**src/rtl/button_debouncer.sv**
```systemverilog
// Debounces a raw active-low push-button: a synchronizer chain followed by a
// four-state qualify FSM that accepts a level only after DEBOUNCE_CYCLES matching samples.
module button_debouncer #(
    parameter int SYNC_STAGES     = 2,
    parameter int DEBOUNCE_CYCLES = 250000,
    parameter int CNT_WIDTH       = 18
) (
    input  logic Clk,
    input  logic Rst,
    input  logic Bin,
    output logic Bout,
    output logic Busy
);

    typedef enum logic [1:0] {
        STABLE_HI = 2'b00,
        CHECK_LO  = 2'b01,
        STABLE_LO = 2'b10,
        CHECK_HI  = 2'b11
    } state_e;

    localparam logic [CNT_WIDTH-1:0] CNT_MAX = CNT_WIDTH'(DEBOUNCE_CYCLES - 1);
    localparam logic [CNT_WIDTH-1:0] CNT_ONE = CNT_WIDTH'(1);

    logic [SYNC_STAGES-1:0] sync_q;
    state_e                 state_q, state_d;
    logic [CNT_WIDTH-1:0]   cnt_q, cnt_d;
    logic                   bout_q, bout_d;
    logic                   busy_q, busy_d;
    logic                   s;

    assign s = sync_q[SYNC_STAGES-1];

    // NOTE: every always_comb output gets a default first so no path can infer a latch.
    always_comb begin
        state_d = state_q;
        cnt_d   = cnt_q;
        unique case (state_q)
            STABLE_HI: begin
                if (!s) begin
                    state_d = CHECK_LO;
                    cnt_d   = CNT_ONE;
                end else begin
                    cnt_d = '0;
                end
            end
            CHECK_LO: begin
                // A sample matching the current level aborts qualification outright.
                if (s) begin
                    state_d = STABLE_HI;
                    cnt_d   = '0;
                end else if (cnt_q == CNT_MAX) begin
                    state_d = STABLE_LO;
                    cnt_d   = '0;
                end else begin
                    cnt_d = cnt_q + CNT_ONE;
                end
            end
            STABLE_LO: begin
                if (s) begin
                    state_d = CHECK_HI;
                    cnt_d   = CNT_ONE;
                end else begin
                    cnt_d = '0;
                end
            end
            CHECK_HI: begin
                if (!s) begin
                    state_d = STABLE_LO;
                    cnt_d   = '0;
                end else if (cnt_q == CNT_MAX) begin
                    state_d = STABLE_HI;
                    cnt_d   = '0;
                end else begin
                    cnt_d = cnt_q + CNT_ONE;
                end
            end
            default: begin
                state_d = STABLE_HI;
                cnt_d   = '0;
            end
        endcase

        // Outputs are decoded from the next state so they register in step with it.
        bout_d = (state_d == STABLE_HI) || (state_d == CHECK_LO);
        busy_d = (state_d == CHECK_LO) || (state_d == CHECK_HI);
    end

    // NOTE: state registers use non-blocking assignments so all flops sample the same edge.
    always_ff @(posedge Clk) begin
        if (Rst) begin
            sync_q  <= '1;
            state_q <= STABLE_HI;
            cnt_q   <= '0;
            bout_q  <= 1'b1;
            busy_q  <= 1'b0;
        end else begin
            sync_q  <= {sync_q[SYNC_STAGES-2:0], Bin};
            state_q <= state_d;
            cnt_q   <= cnt_d;
            bout_q  <= bout_d;
            busy_q  <= busy_d;
        end
    end

    assign Bout = bout_q;
    assign Busy = busy_q;

endmodule

```
**config.mk**
```make
export PLATFORM = sky130hd
export DESIGN_NAME = button_debouncer
export DESIGN_NICKNAME = d
export VERILOG_FILES = /design/src/rtl/button_debouncer.sv
export SDC_FILE = /design/constraint.sdc
export NUM_CORES = 1
export LEC_CHECK = 0
export ABC_AREA = 1
export BUFFER_PORTS_ARGS = -buffer_cell sky130_fd_sc_hd__clkbuf_2
export CORE_MARGIN = 2
export CORE_UTILIZATION = 35
export CTS_CLUSTER_DIAMETER = 100
export DETAILED_ROUTE_END_ITERATION = 8
export SYNTH_ARGS = -nofsm -noshare
export SYNTH_HDL_FRONTEND = slang
export SYNTH_SLANG_ARGS = --single-unit
```
**constraint.sdc**
```tcl
create_clock -name Clk -period 1.4 [get_ports Clk]
set_input_delay 0.21 -clock Clk [delete_from_list [all_inputs] [get_ports Clk]]
set_output_delay 0.21 -clock Clk [all_outputs]
set_load 0.05 [all_outputs]
```
==> results.yml, run 1 <==
die:
  core_region_area_mm2: 0.00305
  initial_core_util_pct: 37.0
  die_h_um: 60.8
  die-area_mm2: 0.00370
  dieWidth_um: 60.8
  pin_count: 5
  row_count: 20
clock_tree:
  cts.sinks: 24
  cts_root_buf: "clkbuf_4"
  clockBufferDepth: 2
  cts_htree_levels: 1
  hold_buffers: 0
  numCtsBuffers: 3
  cts_tree: "built"
  clock_latency_ns: 0.32
  clkTransAtPathRegs_ns: 0.12
grt:
  grt_pass1_wl_um: 3770
  track_usage_pct: 13.7
  grt_pass1_vias: 856
  antenna_found_initial: 0
  grt_max_degree: 13
  overflow: 0
power_and_ir_drop:
  swShare_pct: 21.3
  switchingPower_w: 0.000215
  power_frac_seq_pct: 68.3
  clkPwrFrac_pct: 29.9
  power_density_mw_per_mm2: 778
  power.leakage_nw: 0.507
  p_int_w: 0.000796
  share_comb_of_total_power_pct: 1.8
  vdd_ir_drop_max_uv: 681
setup_path:
  critPathCaptureType: "flip-flop"
  arrival_ns: 1.59
  start_kind: "flip-flop"
  worst-path-max-fanout: 5
  worstReg2RegStart: "cnt_q[0]"
  reg2regPathDepth: 9
  ff2ff_setup_slack_ns: 0.03
  endpoint: "cnt_q[17]"
  crit_start: "cnt_q[0]"
  reg2reg_to: "cnt_q[17]"
  criticalPathCategory: "reg -> reg"
  crit_required_ns: 1.62
route:
  drtIter0Drc: 48
  drt_wl_total_um: 2280
  final_antenna_net_count: 0
  drtPass1Iterations: 4
  drc: 0
  vias: 968
  via_per_inst: 4.63
  wl_per_cell_um: 10.9
synthesis:
  yosys.area.top_type: "dfxtp_1"
  yosys-top-cells-area: "dfxtp_1, nor2_1, nand2_1"
  yosysWarnings: 0
  ys_ff_latch: 24
  yosys.area.top_type_share_pct: 42.5
  avgSynthCellArea_um2: 7.43
  ys_types: 23
  seq_area_frac_synth_pct: 42.5
  netlist_instances: 152
  syn_nets: 156
  syn_area_mm2: 0.00113
sta:
  rsz0062_at_grt: "true"
  holdWs_ns: 0.0716
  maxSlewHeadroom_pct: 79.5
  hold_viol_final: 0
  finalCritPeriodShare_pct: 97.6
  fin_skew_ns: 0.00853
  clock.fmax_ghz: 0.732
  worst_pin_slew_ns: 0.305
  period_minus_slack_ns: 1.37
  drv_slew: 0
  setup_viol_count_final: 0
run_status:
  status: "complete, no violations"
flow_run:
  drv_cap: 0
hold_path:
  holdCritPathClass: "in -> reg"
  hold_depth: 2
cells_and_area:
  fin_cells: 209
  area_growth_syn_to_layout_pct: 15.0
  nets: 171
  diodes: 0
  final_layout_size_suffix_gt1_share_pct: 23.6
placement:
  portBuffers: 4
  gp_congestion: 0.818
  dpl.cell_count: 203
  hpwl_um: 1680
==> worst max-delay path, cell delays in order, from the launching register on <==
cell and delay [ns]:
dfxtp_2 0.36, ha_2 0.18, nand2_2 0.08, inv_2 0.10
nand2_4 0.07, inv_2 0.08, nand3_2 0.10, buf_4 0.17
nand3_1 0.08, nor2_1 0.04
==> cells in the final DEF, fill, tap and decap left out <==
| master | synthesis | layout |
|---|---|---|
| xor2_1 | 8 | 8 |
| nand3_2 | 2 | 2 |
| clkbuf_2 | 0 | 4 |
| xnor2_1 | 1 | 1 |
| or2_2 | 2 | 2 |
| clkbuf_4 | 0 | 3 |
| nand2_2 | 3 | 2 |
| nand3_1 | 13 | 13 |
| nand2_4 | 0 | 2 |
| nor2_2 | 1 | 4 |
| ha_2 | 0 | 1 |
| dfxtp_2 | 0 | 2 |
| a31oi_1 | 1 | 1 |
| nor2_1 | 39 | 36 |
| nor3_4 | 2 | 2 |
| inv_2 | 5 | 5 |
| nor3_2 | 1 | 2 |
| a21oi_1 | 3 | 3 |
| nand4_1 | 4 | 4 |
| nor4_1 | 1 | 1 |
| nor2_4 | 1 | 1 |
| o21bai_1 | 1 | 1 |
| nand2_1 | 21 | 20 |
| dfxtp_1 | 24 | 22 |
| inv_1 | 15 | 15 |
| nor3_1 | 2 | 1 |
| buf_4 | 0 | 7 |
==> final cells by class <==
cell class	instances	area [um^2]
fillers	327	1750
repair buffers	11	72.6
inverters	20	75.1
clock buffers	3	22.5
well taps	44	55.1
flip-flops and latches	24	483
multi-input cells	107	591
==> synthesized netlist by cell type <==
| master | count |
|---|---|
| nand2_2 | 3 |
| nor3_1 | 2 |
| ha_1 | 1 |
| o21bai_1 | 1 |
| a31oi_1 | 1 |
| nand4_1 | 4 |
| xor2_1 | 8 |
| nand2_1 | 21 |
| dfxtp_1 | 24 |
| xnor2_1 | 1 |
| nor2_4 | 1 |
| nor2_2 | 1 |
| nand3_2 | 2 |
| nand3_1 | 13 |
| nor3_2 | 1 |
| or2_2 | 2 |
| a21oi_1 | 3 |
| inv_1 | 15 |
| nor4_1 | 1 |
| inv_2 | 5 |
| nor3_4 | 2 |
| buf_6 | 1 |
| nor2_1 | 39 |
==> what timing repair did <==
| action | in CTS | in global routing |
|---|---|---|
| resized for setup | 0 | 10 |
| setup endpoints to repair | 0 | 22 |
| setup buffers | 0 | 3 |
==> logic make-up after synthesis <==
| family | share of synthesized area [%] |
|---|---|
| AO/OA/AOI/OAI | 2.55 |
| buffers and inverters | 7.64 |
| AND/OR/NAND/NOR | 39.2 |
| flip-flops | 42.5 |
| XOR/XNOR | 6.98 |
| adder cells (fa/ha/maj) | 1.11 |
==> layer usage <==
layer | vias to the layer above | share of wire [%] | GRT usage, %
li1 | 510 | - | -
met1 | 435 | 50 | 18.5
met2 | 19 | 45 | 20.6
met3 | 4 | 4.0 | 4.69
met4 | 0 | 1.3 | 4.66
met5 | - | 0 | 0
==> sequential cells by signal, indices dropped and copies added, names as in the netlist <==
name,flops
Bout,1
Busy,1
cnt_q,18
state_q,2
sync_q,2
==> metrics by stage <==
step	power [W]	cell area, um^2	utilization (%)	setup TNS [ns]	setup WS, ns
floorplan	0.000716	1130	-	0	0.102
global placement	0.000722	1220	40.1	0	0.0759
detailed placement	0.000723	1220	40.1	0	0.0304
CTS	0.00103	1250	40.8	0	0.00147
global route	0.00106	1300	42.5	-0.192	-0.0349
finish	0.00101	1300	42.5	0	0.0335
==> how the worst min path moves through the flow <==
stage | end | startpoint | slack [ns]
after floorplan | sync_q[0] | Bin | 0.31
after global placement | sync_q[0] | Bin | 0.40
after detailed placement | sync_q[1] | sync_q[0] | 0.40
after CTS | sync_q[0] | Bin | 0.06
after global routing | sync_q[0] | Bin | 0.06
final | sync_q[0] | Bin | 0.07
==> power by group through the flow <==
stage                       logic, W  clock network, W  registers, W
after floorplan           0.00000797                 0      0.000708
after global placement     0.0000167                 0      0.000706
after detailed placement   0.0000172                 0      0.000706
after CTS                  0.0000172          0.000322      0.000691
after global routing       0.0000206          0.000344      0.000692
final                      0.0000182          0.000302      0.000691
Note: power is estimated with default switching activity, not from simulation.
==> run 2, diff against run 1 <==
--- a/config.mk
+++ b/config.mk
@@ -7,10 +7,12 @@
 export LEC_CHECK = 0
 export ABC_AREA = 1
 export BUFFER_PORTS_ARGS = -buffer_cell sky130_fd_sc_hd__clkbuf_2
+export CORE_ASPECT_RATIO = 1.25
 export CORE_MARGIN = 2
 export CORE_UTILIZATION = 35
 export CTS_CLUSTER_DIAMETER = 100
 export DETAILED_ROUTE_END_ITERATION = 8
+export RECOVER_POWER = 50
 export SYNTH_ARGS = -nofsm -noshare
 export SYNTH_HDL_FRONTEND = slang
 export SYNTH_SLANG_ARGS = --single-unit
==> run 2 against run 1 <==
  * Critical path type unchanged
  * Critical endpoint is now cnt_q[16]
  * Non-clock buffer count is 3 lower
  * First-iteration DRC count down 46%
  * Routed wire length fell by 3.5%
  * Sequential cell count unchanged
  * Maximum frequency increased by 4.6%
==> results.yml, run 2 (synthesis results as in run 1) <==
run_status:
  status: "complete, no violations"
setup_path:
  start_kind: "flip-flop"
  ff2ff_setup_slack_ns: 0.09
  arrival_ns: 1.47
  critPathCaptureType: "flip-flop"
  worst-path-max-fanout: 5
  crit_required_ns: 1.57
  criticalPathCategory: "reg -> reg"
  worstReg2RegStart: "cnt_q[0]"
  reg2regPathDepth: 9
  reg2reg_to: "cnt_q[16]"
grt:
  overflow: 0
  grt_pass1_vias: 999
  antenna_found_initial: 0
  grt_pass1_wl_um: 3970
  grt_max_degree: 13
  track_usage_pct: 14.5
route:
  vias: 954
  drtIter0Drc: 26
  via_per_inst: 4.79
  drt_wl_total_um: 2200
  drc: 0
  drtPass1Iterations: 4
  wl_per_cell_um: 11.1
  final_antenna_net_count: 0
cells_and_area:
  most-common-layout-cells: "nor2_1, dfxtp_1, nand2_1"
  area_growth_syn_to_layout_pct: 15.3
  post-route-util_pct: 41.5
  largest-register: "cnt_q"
  largest_register_ffs: 18
  layout_commonest_cell: "nor2_1"
  nets: 168
  reg_top3: "cnt_q (18), state_q (2), sync_q (2)"
  fin_area_mm2: 0.00130
  diodes: 0
  final_layout_size_suffix_gt1_share_pct: 20.4
clock_tree:
  cts.sinks: 24
  hold_buffers: 0
  clkTransAtPathRegs_ns: 0.08
  clockBufferDepth: 2
  clock_latency_ns: 0.26
  cts_tree: "built"
  cts_root_buf: "clkbuf_8"
  cts_htree_levels: 1
  numCtsBuffers: 3
placement:
  place_ws_ns: -0.00720
  hpwl_um: 1710
  gp_congestion: 0.853
  postPlaceCellArea_mm2: 0.00121
  portBuffers: 4
sta:
  drv_slew: 0
  worst_pin_slew_ns: 0.593
  finalCritPeriodShare_pct: 93.3
  clock.fmax_ghz: 0.766
  period_minus_slack_ns: 1.31
  worst_slack_ns: 0.0941
  setup_viol_count_final: 0
  hold_viol_final: 0
  maxSlewHeadroom_pct: 60.6
  fin_skew_ns: 0.00392
  holdWs_ns: 0.131
die:
  initial_core_util_pct: 36.0
  pin_count: 5
  die-area_mm2: 0.00370
  core_region_area_mm2: 0.00314
  die_h_um: 67.5
  row_count: 23
  dieWidth_um: 54.8
power_and_ir_drop:
  power_w: 0.00110
  power.leakage_nw: 0.478
  power_density_mw_per_mm2: 848
  vdd_ir_drop_max_uv: 746
hold_path:
  hold_end: "sync_q[0]"
  min-delay-start: "Bin"
  holdCritPathClass: "in -> reg"
  hold_depth: 2
flow_run:
  drv_cap: 0
## run 2: power by group
part	total, W	leakage [nW]	internal, W	switching, W
Combinational	0.0000166	0.261	0.00000602	0.0000106
Sequential	0.000689	0.196	0.000685	0.00000356
Clock	0.000399	0.0216	0.000192	0.000207
## run 2: metrics by stage
| step | setup TNS, ns | instances |
|---|---|---|
| detailed placement | -0.00773 | 195 |
| CTS | 0 | 198 |
| global route | -0.0541 | 199 |
| global placement | 0 | 195 |
| finish | 0 | 199 |
| floorplan | 0 | 152 |
## run 2: worst max-delay path, cell delays in order, from the launching register on
cell	delay [ns]
dfxtp_4	0.38
ha_4	0.14
nand2_2	0.08
inv_2	0.07
nand2_2	0.08
inv_2	0.11
nand3_4	0.10
buf_6	0.14
nand3_1	0.07
nor2_1	0.05
## run 2: repair_timing
action | 4_1_cts | 5_1_grt
gates resized for setup | 1 | 14
setup endpoints to repair | 3 | 22
setup buffers | 0 | 1
pin swaps | 0 | 3
## run 2: layer usage
metal,vias to the layer above,share of wire [%],routed length (um),GRT usage (%)
li1,498,-,-,-
met1,437,42,932,16.7
met2,13,53,1180,24.7
met3,6,1.8,40,2.21
met4,0,2.5,55,8.13
met5,-,0,0,0
## run 2: how the worst max path moves through the flow
stage / start / endpoint / slack (ns) / depth (start not counted)
final: cnt_q[0] / cnt_q[16] / 0.09 / 9
after global routing: cnt_q[11] / cnt_q[16] / -0.02 / 7
after CTS: cnt_q[0] / cnt_q[16] / 0.01 / 9
after detailed placement: cnt_q[0] / cnt_q[2] / -0.007 / 8
after global placement: cnt_q[0] / cnt_q[12] / 0.02 / 8
after floorplan: cnt_q[0] / cnt_q[11] / 0.10 / 9
## run 2: layout make-up
cell class / count / area (um^2)
Fill cell: 309 / 1830
Multi-Input combinational cell: 107 / 603
Sequential cell: 24 / 487
Inverter: 20 / 75.1
Timing Repair Buffer: 8 / 50.0
Tap cell: 37 / 46.3
Clock buffer: 3 / 41.3
